--- src/rtl/host_bus_arb.sv ---
// Round-robin two-master / one-slave host bus arbiter, one outstanding transaction.
// Optional slave watchdog enabled by defining ARB_TIMEOUT_EN.
module host_bus_arb #(
  parameter int unsigned TIMEOUT_CYCLES = 1024,
  parameter logic [31:0] TIMEOUT_RDATA  = 32'hDEADBEEF
) (
  input  logic        clk_i,
  input  logic        rst_i,

  input  logic        m0_req,
  input  logic        m0_we,
  input  logic [31:0] m0_addr,
  input  logic [3:0]  m0_be,
  input  logic [31:0] m0_wdata,
  output logic        m0_ack,
  output logic        m0_resp,
  output logic [31:0] m0_rdata,

  input  logic        m1_req,
  input  logic        m1_we,
  input  logic [31:0] m1_addr,
  input  logic [3:0]  m1_be,
  input  logic [31:0] m1_wdata,
  output logic        m1_ack,
  output logic        m1_resp,
  output logic [31:0] m1_rdata,

  output logic        s_req,
  output logic        s_we,
  output logic [31:0] s_addr,
  output logic [3:0]  s_be,
  output logic [31:0] s_wdata,
  input  logic        s_ack,
  input  logic        s_resp,
  input  logic [31:0] s_rdata,

  output logic        timeout_o
);

  localparam logic [1:0] IDLE  = 2'd0;
  localparam logic [1:0] ADDR  = 2'd1;
  localparam logic [1:0] RDATA = 2'd2;

  logic [1:0]  state;
  logic [1:0]  state_nxt;
  logic        gnt;
  logic        gnt_nxt;
  logic        last_gnt;
  logic        last_gnt_nxt;
  logic        force_cpl;
  logic        force_nxt;
  logic        tmo_hit;

  logic        sel_req;
  logic        sel_we;
  logic [31:0] sel_addr;
  logic [3:0]  sel_be;
  logic [31:0] sel_wdata;

  logic        in_addr;
  logic        in_rdata;
  logic        ack_evt;
  logic        resp_evt;
  logic        tmo_evt;
  logic [31:0] cpl_rdata;

  // Request mux driven purely by the registered grant
  always_comb begin
    sel_req   = m0_req;
    sel_we    = m0_we;
    sel_addr  = m0_addr;
    sel_be    = m0_be;
    sel_wdata = m0_wdata;
    if (gnt) begin
      sel_req   = m1_req;
      sel_we    = m1_we;
      sel_addr  = m1_addr;
      sel_be    = m1_be;
      sel_wdata = m1_wdata;
    end
  end

  assign in_addr  = (state == ADDR);
  assign in_rdata = (state == RDATA);

  // A real slave handshake in the limit cycle takes precedence over the watchdog
  assign ack_evt   = in_addr && sel_req && (s_ack || tmo_hit);
  assign resp_evt  = in_rdata && (s_resp || tmo_hit || force_cpl);
  assign tmo_evt   = (in_addr && sel_req && !s_ack && tmo_hit) ||
                     (in_rdata && !s_resp && tmo_hit);
  assign cpl_rdata = s_resp ? s_rdata : TIMEOUT_RDATA;

`ifdef ARB_TIMEOUT_EN
  localparam logic [15:0] TMO_LIMIT = 16'(TIMEOUT_CYCLES - 1);

  logic [15:0] tmo_cnt;

  always_ff @(posedge clk_i or posedge rst_i) begin
    if (rst_i) begin
      tmo_cnt   <= '0;
      force_cpl <= 1'b0;
    end else begin
      force_cpl <= force_nxt;
      if ((state_nxt != state) && (state_nxt != IDLE)) begin
        tmo_cnt <= '0;
      end else if (in_addr || in_rdata) begin
        tmo_cnt <= tmo_cnt + 16'd1;
      end
    end
  end

  // The forced read completion cycle must not raise a second watchdog event
  assign tmo_hit = (in_addr || in_rdata) && (tmo_cnt == TMO_LIMIT) && !force_cpl;
`else
  logic unused_cfg;

  assign tmo_hit    = 1'b0;
  assign force_cpl  = 1'b0;
  assign unused_cfg = ^{16'(TIMEOUT_CYCLES), force_nxt};
`endif

  always_comb begin
    state_nxt    = state;
    gnt_nxt      = gnt;
    last_gnt_nxt = last_gnt;
    force_nxt    = 1'b0;
    case (state)
      IDLE: begin
        if (m0_req || m1_req) begin
          // On a tie the master not served last wins
          gnt_nxt      = (m0_req && m1_req) ? !last_gnt : m1_req;
          last_gnt_nxt = gnt_nxt;
          state_nxt    = ADDR;
        end
      end
      ADDR: begin
        if (!sel_req) begin
          state_nxt = IDLE;
        end else if (ack_evt) begin
          if (sel_we) begin
            state_nxt = IDLE;
          end else begin
            state_nxt = RDATA;
            force_nxt = !s_ack;
          end
        end
      end
      RDATA: begin
        if (resp_evt) begin
          state_nxt = IDLE;
        end
      end
      default: begin
        state_nxt = IDLE;
      end
    endcase
  end

  always_ff @(posedge clk_i or posedge rst_i) begin
    if (rst_i) begin
      state    <= IDLE;
      gnt      <= 1'b0;
      last_gnt <= 1'b1;
    end else begin
      state    <= state_nxt;
      gnt      <= gnt_nxt;
      last_gnt <= last_gnt_nxt;
    end
  end

  // Slave side is only driven while the address phase is open
  assign s_req   = in_addr && sel_req && !tmo_hit;
  assign s_we    = in_addr && sel_we;
  assign s_addr  = in_addr ? sel_addr  : '0;
  assign s_be    = in_addr ? sel_be    : '0;
  assign s_wdata = in_addr ? sel_wdata : '0;

  assign m0_ack   = ack_evt && !gnt;
  assign m1_ack   = ack_evt && gnt;
  assign m0_resp  = resp_evt && !gnt;
  assign m1_resp  = resp_evt && gnt;
  assign m0_rdata = m0_resp ? cpl_rdata : '0;
  assign m1_rdata = m1_resp ? cpl_rdata : '0;

  assign timeout_o = tmo_evt;

endmodule

--- config.mk ---
export PLATFORM = sky130hd
export DESIGN_NAME = host_bus_arb
export DESIGN_NICKNAME = d
export VERILOG_FILES = /design/src/rtl/host_bus_arb.sv
export SDC_FILE = /design/constraint.sdc
export NUM_CORES = 1
export LEC_CHECK = 0
export ABC_AREA = 1
export ABC_CLOCK_PERIOD_IN_PS = 1500
export BUFFER_PORTS_ARGS = -buffer_cell sky130_fd_sc_hd__buf_2
export CORE_AREA = 2 2 121 123
export CTS_BUF_LIST = sky130_fd_sc_hd__clkbuf_2
export CTS_CLUSTER_DIAMETER = 30
export DETAILED_ROUTE_END_ITERATION = 8
export DIE_AREA = 0 0 123 125
export GPL_TIMING_DRIVEN = 0
export PLACE_DENSITY = 0.48
export SLEW_MARGIN = 20
export SYNTH_ARGS = -nofsm -noshare
export SYNTH_HDL_FRONTEND = slang
export SYNTH_SLANG_ARGS = --single-unit
--- constraint.sdc ---
create_clock -name clk_i -period 1.5 [get_ports clk_i]
set_clock_uncertainty 0.05 [all_clocks]
set_input_delay 0.075 -clock clk_i [delete_from_list [all_inputs] [get_ports clk_i]]
set_output_delay 0.075 -clock clk_i [all_outputs]
set_load 0.01 [all_outputs]
==> insert_results.sql <==
INSERT INTO impl_metrics (metric_group, metric, value, unit) VALUES
('yosys', 'synth_largest_area_cell', 'nand2_1', ''),
('run_status', 'run_status', 'finished, violations left', ''),
('layout', 'final_layout_size_suffix_gt1_share', '58.88', '%'),
('sta', 'post-route-worst-setup-slack', '-83.41', 'ps'),
('yosys', 'synth.ff_latch_count', '4', ''),
('routing', 'vias_per_cell', '3.990', ''),
('hold_path', 'hold_start', 'm1_req', ''),
('routing', 'drtPass1Iterations', '6', ''),
('hold_path', 'hold_depth', '3', ''),
('sta', 'setup-violations-final', '75', ''),
('sta', 'maxSlewViolCount', '0', ''),
('place', 'port_buffers', '313', ''),
('routing', 'met2_wirelength', '5862', 'um'),
('worst_setup_path', 'cp_data_required_time', '1370', 'ps'),
('global_route', 'grt_first_pass_wirelength', '15460', 'um'),
('sta', 'max_clock_freq', '631.6', 'MHz'),
('floorplan', 'floorplan.die.height', '125', 'um'),
('yosys', 'ys_seq_area_share', '5.878', '%'),
('yosys', 'yosysUniqueCellTypes', '19', ''),
('global_route', 'grtUsageTotal', '12.60', '%'),
('floorplan', 'placementRows', '44', ''),
('worst_setup_path', 'r2r_slack', '280', 'ps'),
('clock_tree', 'ctsRootBufferMaster', 'clkbuf_2', ''),
('routing', 'final_antenna_net_count', '0', ''),
('sta', 'final_period_minus_worst_setup_slack', '1583', 'ps'),
('floorplan', 'floorplan.initialDensity', '12.14', '%'),
('layout', 'fraction_of_the_core_area_covered_by_cells_at_the_end_of_the_flow', '27.88', '%'),
('flow_run', 'max-cap-violations', '0', ''),
('global_route', 'grt_antenna_before_repair', '0', ''),
('sta', 'worst_hold_slack', '87.86', 'ps'),
('place', 'place_congestion', '0.7584', ''),
('worst_setup_path', 'r2r_start', 'gnt', ''),
('place', 'place_ws', '-198.8', 'ps'),
('routing', 'top_layer_used', 'met4', ''),
('clock_tree', 'clockBufferDepth', '2', ''),
('yosys', 'post_synthesis_average_cell_area', '4.673', 'um^2'),
('routing', 'routed-wl-met3', '916', 'um'),
('layout', 'insertedDiodeCount', '0', ''),
('sta', 'hold_viol', '0', ''),
('place', 'dpl.hpwl', '8832', 'um'),
('sta', 'final.period_utilization', '105.6', '%'),
('worst_setup_path', 'timing.critical_path.fanout_max', '5', ''),
('power_and_ir_drop', 'power.ir.vdd_worst', '0.0005279', 'V'),
('power_and_ir_drop', 'pwr_density_cell', '1354', 'nW/um^2'),
('layout', 'nets', '875', ''),
('power_and_ir_drop', 'power_leakage', '2.571', 'nW'),
('yosys', 'yosys-top-cells-area', 'nand2_1 33%, a21oi_1 17%, nor2_1 15%', ''),
('clock_tree', 'worst_setup_hold_path_clk_slew', '60', 'ps'),
('routing', 'm1WireLength', '4226', 'um'),
('global_route', 'grt_pass1_vias', '3165', ''),
('worst_setup_path', 'critical_path.startpoint_type', 'register', ''),
('yosys', 'synth_top_area_share', '32.66', '%'),
('routing', 'dr_total_vias', '3519', ''),
('clock_tree', 'clk_latency', '220', 'ps'),
('clock_tree', 'cts-buffers-inserted', '3', ''),
('clock_tree', 'tritoncts_num_sinks', '4', ''),
('routing', 'drc', '0', ''),
('global_route', 'global_route.overflow_total', '0', ''),
('run_status', 'failed_checks', 'setup timing', ''),
('yosys', 'yosysWarningCount', '0', ''),
('routing', 'detailedRoute.firstIterationViolations', '120', ''),
('worst_setup_path', 'crit-reg2reg-capture', 'state[1]', ''),
('worst_setup_path', 'rr_worst_depth', '6', ''),
('global_route', 'grt_max_degree', '11', ''),
('routing', 'wire_per_inst', '12.49', 'um'),
('clock_tree', 'cts_tree', 'yes', ''),
('yosys', 'netlist_area', '1724', 'um^2'),
('yosys', 'synthesis.nets', '545', ''),
('layout', 'layout.cells.most_common', 'buf_2', ''),
('floorplan', 'core-area', '14200', 'um^2'),
('layout', 'final_cell_mix', '313 x buf_2, 145 x nand2_1, 49 x a21oi_1', ''),
('layout', 'area_growth_from_synthesis_to_final_layout', '129.7', '%'),
('worst_setup_path', 'cp_arrival', '1460', 'ps'),
('worst_setup_path', 'crit_type', 'register to output pin', ''),
('floorplan', 'die_w', '123', 'um'),
('yosys', 'number_of_instances_in_the_synthesized_netlist', '369', ''),
('floorplan', 'number_of_i_o_pins', '315', ''),
('worst_setup_path', 'cp-end-kind', 'output pin', ''),
('hold_path', 'worstHoldPathType', 'input port to register', ''),
('routing', 'drt_wl_total', '11020', 'um'),
('sta', 'setup_repair_after_global_routing_missed_its_margin', 'true', ''),
('hold_path', 'whs_endpoint', 'last_gnt', ''),
('floorplan', 'dieArea', '15380', 'um^2'),
('clock_tree', 'clock_tree.htree_level_count', '1', '');
[critical path: stages, from the launching register on]
cell     delay [ps]
dfrtp_2         470
buf_8           170
nand4_4         130
buf_4           180
nor2_1          130
buf_2           160
[where the power goes]
group	leakage [nW]	switching (mW)	internal, mW
combinational	2.51	2.85	2.15
clock	0.0166	0.0542	0.0705
sequential	0.0456	0.0631	0.168
total	2.57	2.97	2.39
[layer usage]
layer / vias up / global-route usage [%]
met4: 0 / 1.003
met3: 2 / 1.095
met2: 214 / 25.93
met1: 1528 / 14.08
li1: 1775 / -
met5: - / 0
[metrics by stage]
step           TNS (ps)  total power, mW  std cells  instance area [um^2]
6_report          -1155            5.361        882                  3960
5_1_grt          -14650            5.892        882                  3960
4_1_cts           -7723            5.273        878                  3829
3_5_place_dp      -2482            4.362        866                  3521
3_3_place_gp      -2181            4.384        866                  3521
2_1_floorplan         0            2.594        369                  1724
[worst max-delay path by stage]
| stage | depth (start not counted) | to | start |
|---|---|---|---|
| after CTS | 6 | s_wdata[19] | gnt |
| final | 5 | m1_rdata[31] | gnt |
| after floorplan | 5 | s_wdata[12] | state[1] |
| after global placement | 5 | s_wdata[3] | gnt |
| after detailed placement | 5 | s_wdata[3] | gnt |
| after global routing | 5 | m0_rdata[23] | gnt |
[cell families (layout without fill, tap and decap cells)]
logic type	after synthesis	after routing	share of synthesized area (%)
AO/OA/AOI/OAI	70	70	22.50
buffers and inverters	70	399	19.74
flip-flops	4	4	5.878
other	1	1	0.2175
AND/OR/NAND/NOR	224	224	51.67
[sequential cells by signal (all words and copies together) (netlist names)]
| register | count |
|---|---|
| last_gnt | 1 |
| gnt | 1 |
| state | 2 |
[cell usage after synthesis]
cell / n
dfstp_2: 1
nand3_1: 1
o21ai_0: 2
nand4_4: 2
nor2_1: 68
conb_1: 1
inv_2: 2
nand4_1: 1
a21oi_1: 58
buf_2: 14
buf_6: 7
clkbuf_1: 6
buf_4: 2
nand3b_1: 1
a21oi_2: 10
inv_1: 39
nor2_4: 1
dfrtp_1: 3
nand2_1: 150
[repair_timing]
| action | in CTS | in global routing |
|---|---|---|
| cloned | 1 | 1 |
| setup endpoints to repair | 136 | 137 |
| hold buffers | 1 | 1 |
| setup buffers | 6 | 3 |
| endpoints found under the hold margin | 4 | 1 |
| gates resized for setup | 60 | 40 |
| pin swaps | 4 | 4 |
[final cells by class]
type | instances | area (um^2)
fill | 1674 | 10240
clock buffer | 4 | 20.02
multi-input combinational | 295 | 1386
tap | 184 | 230.2
timing repair buffer | 325 | 1725
sequential | 4 | 103.9
inverter | 41 | 163.9
buffer | 29 | 330.3
No activity file was read; power rests on OpenSTA's default activity.
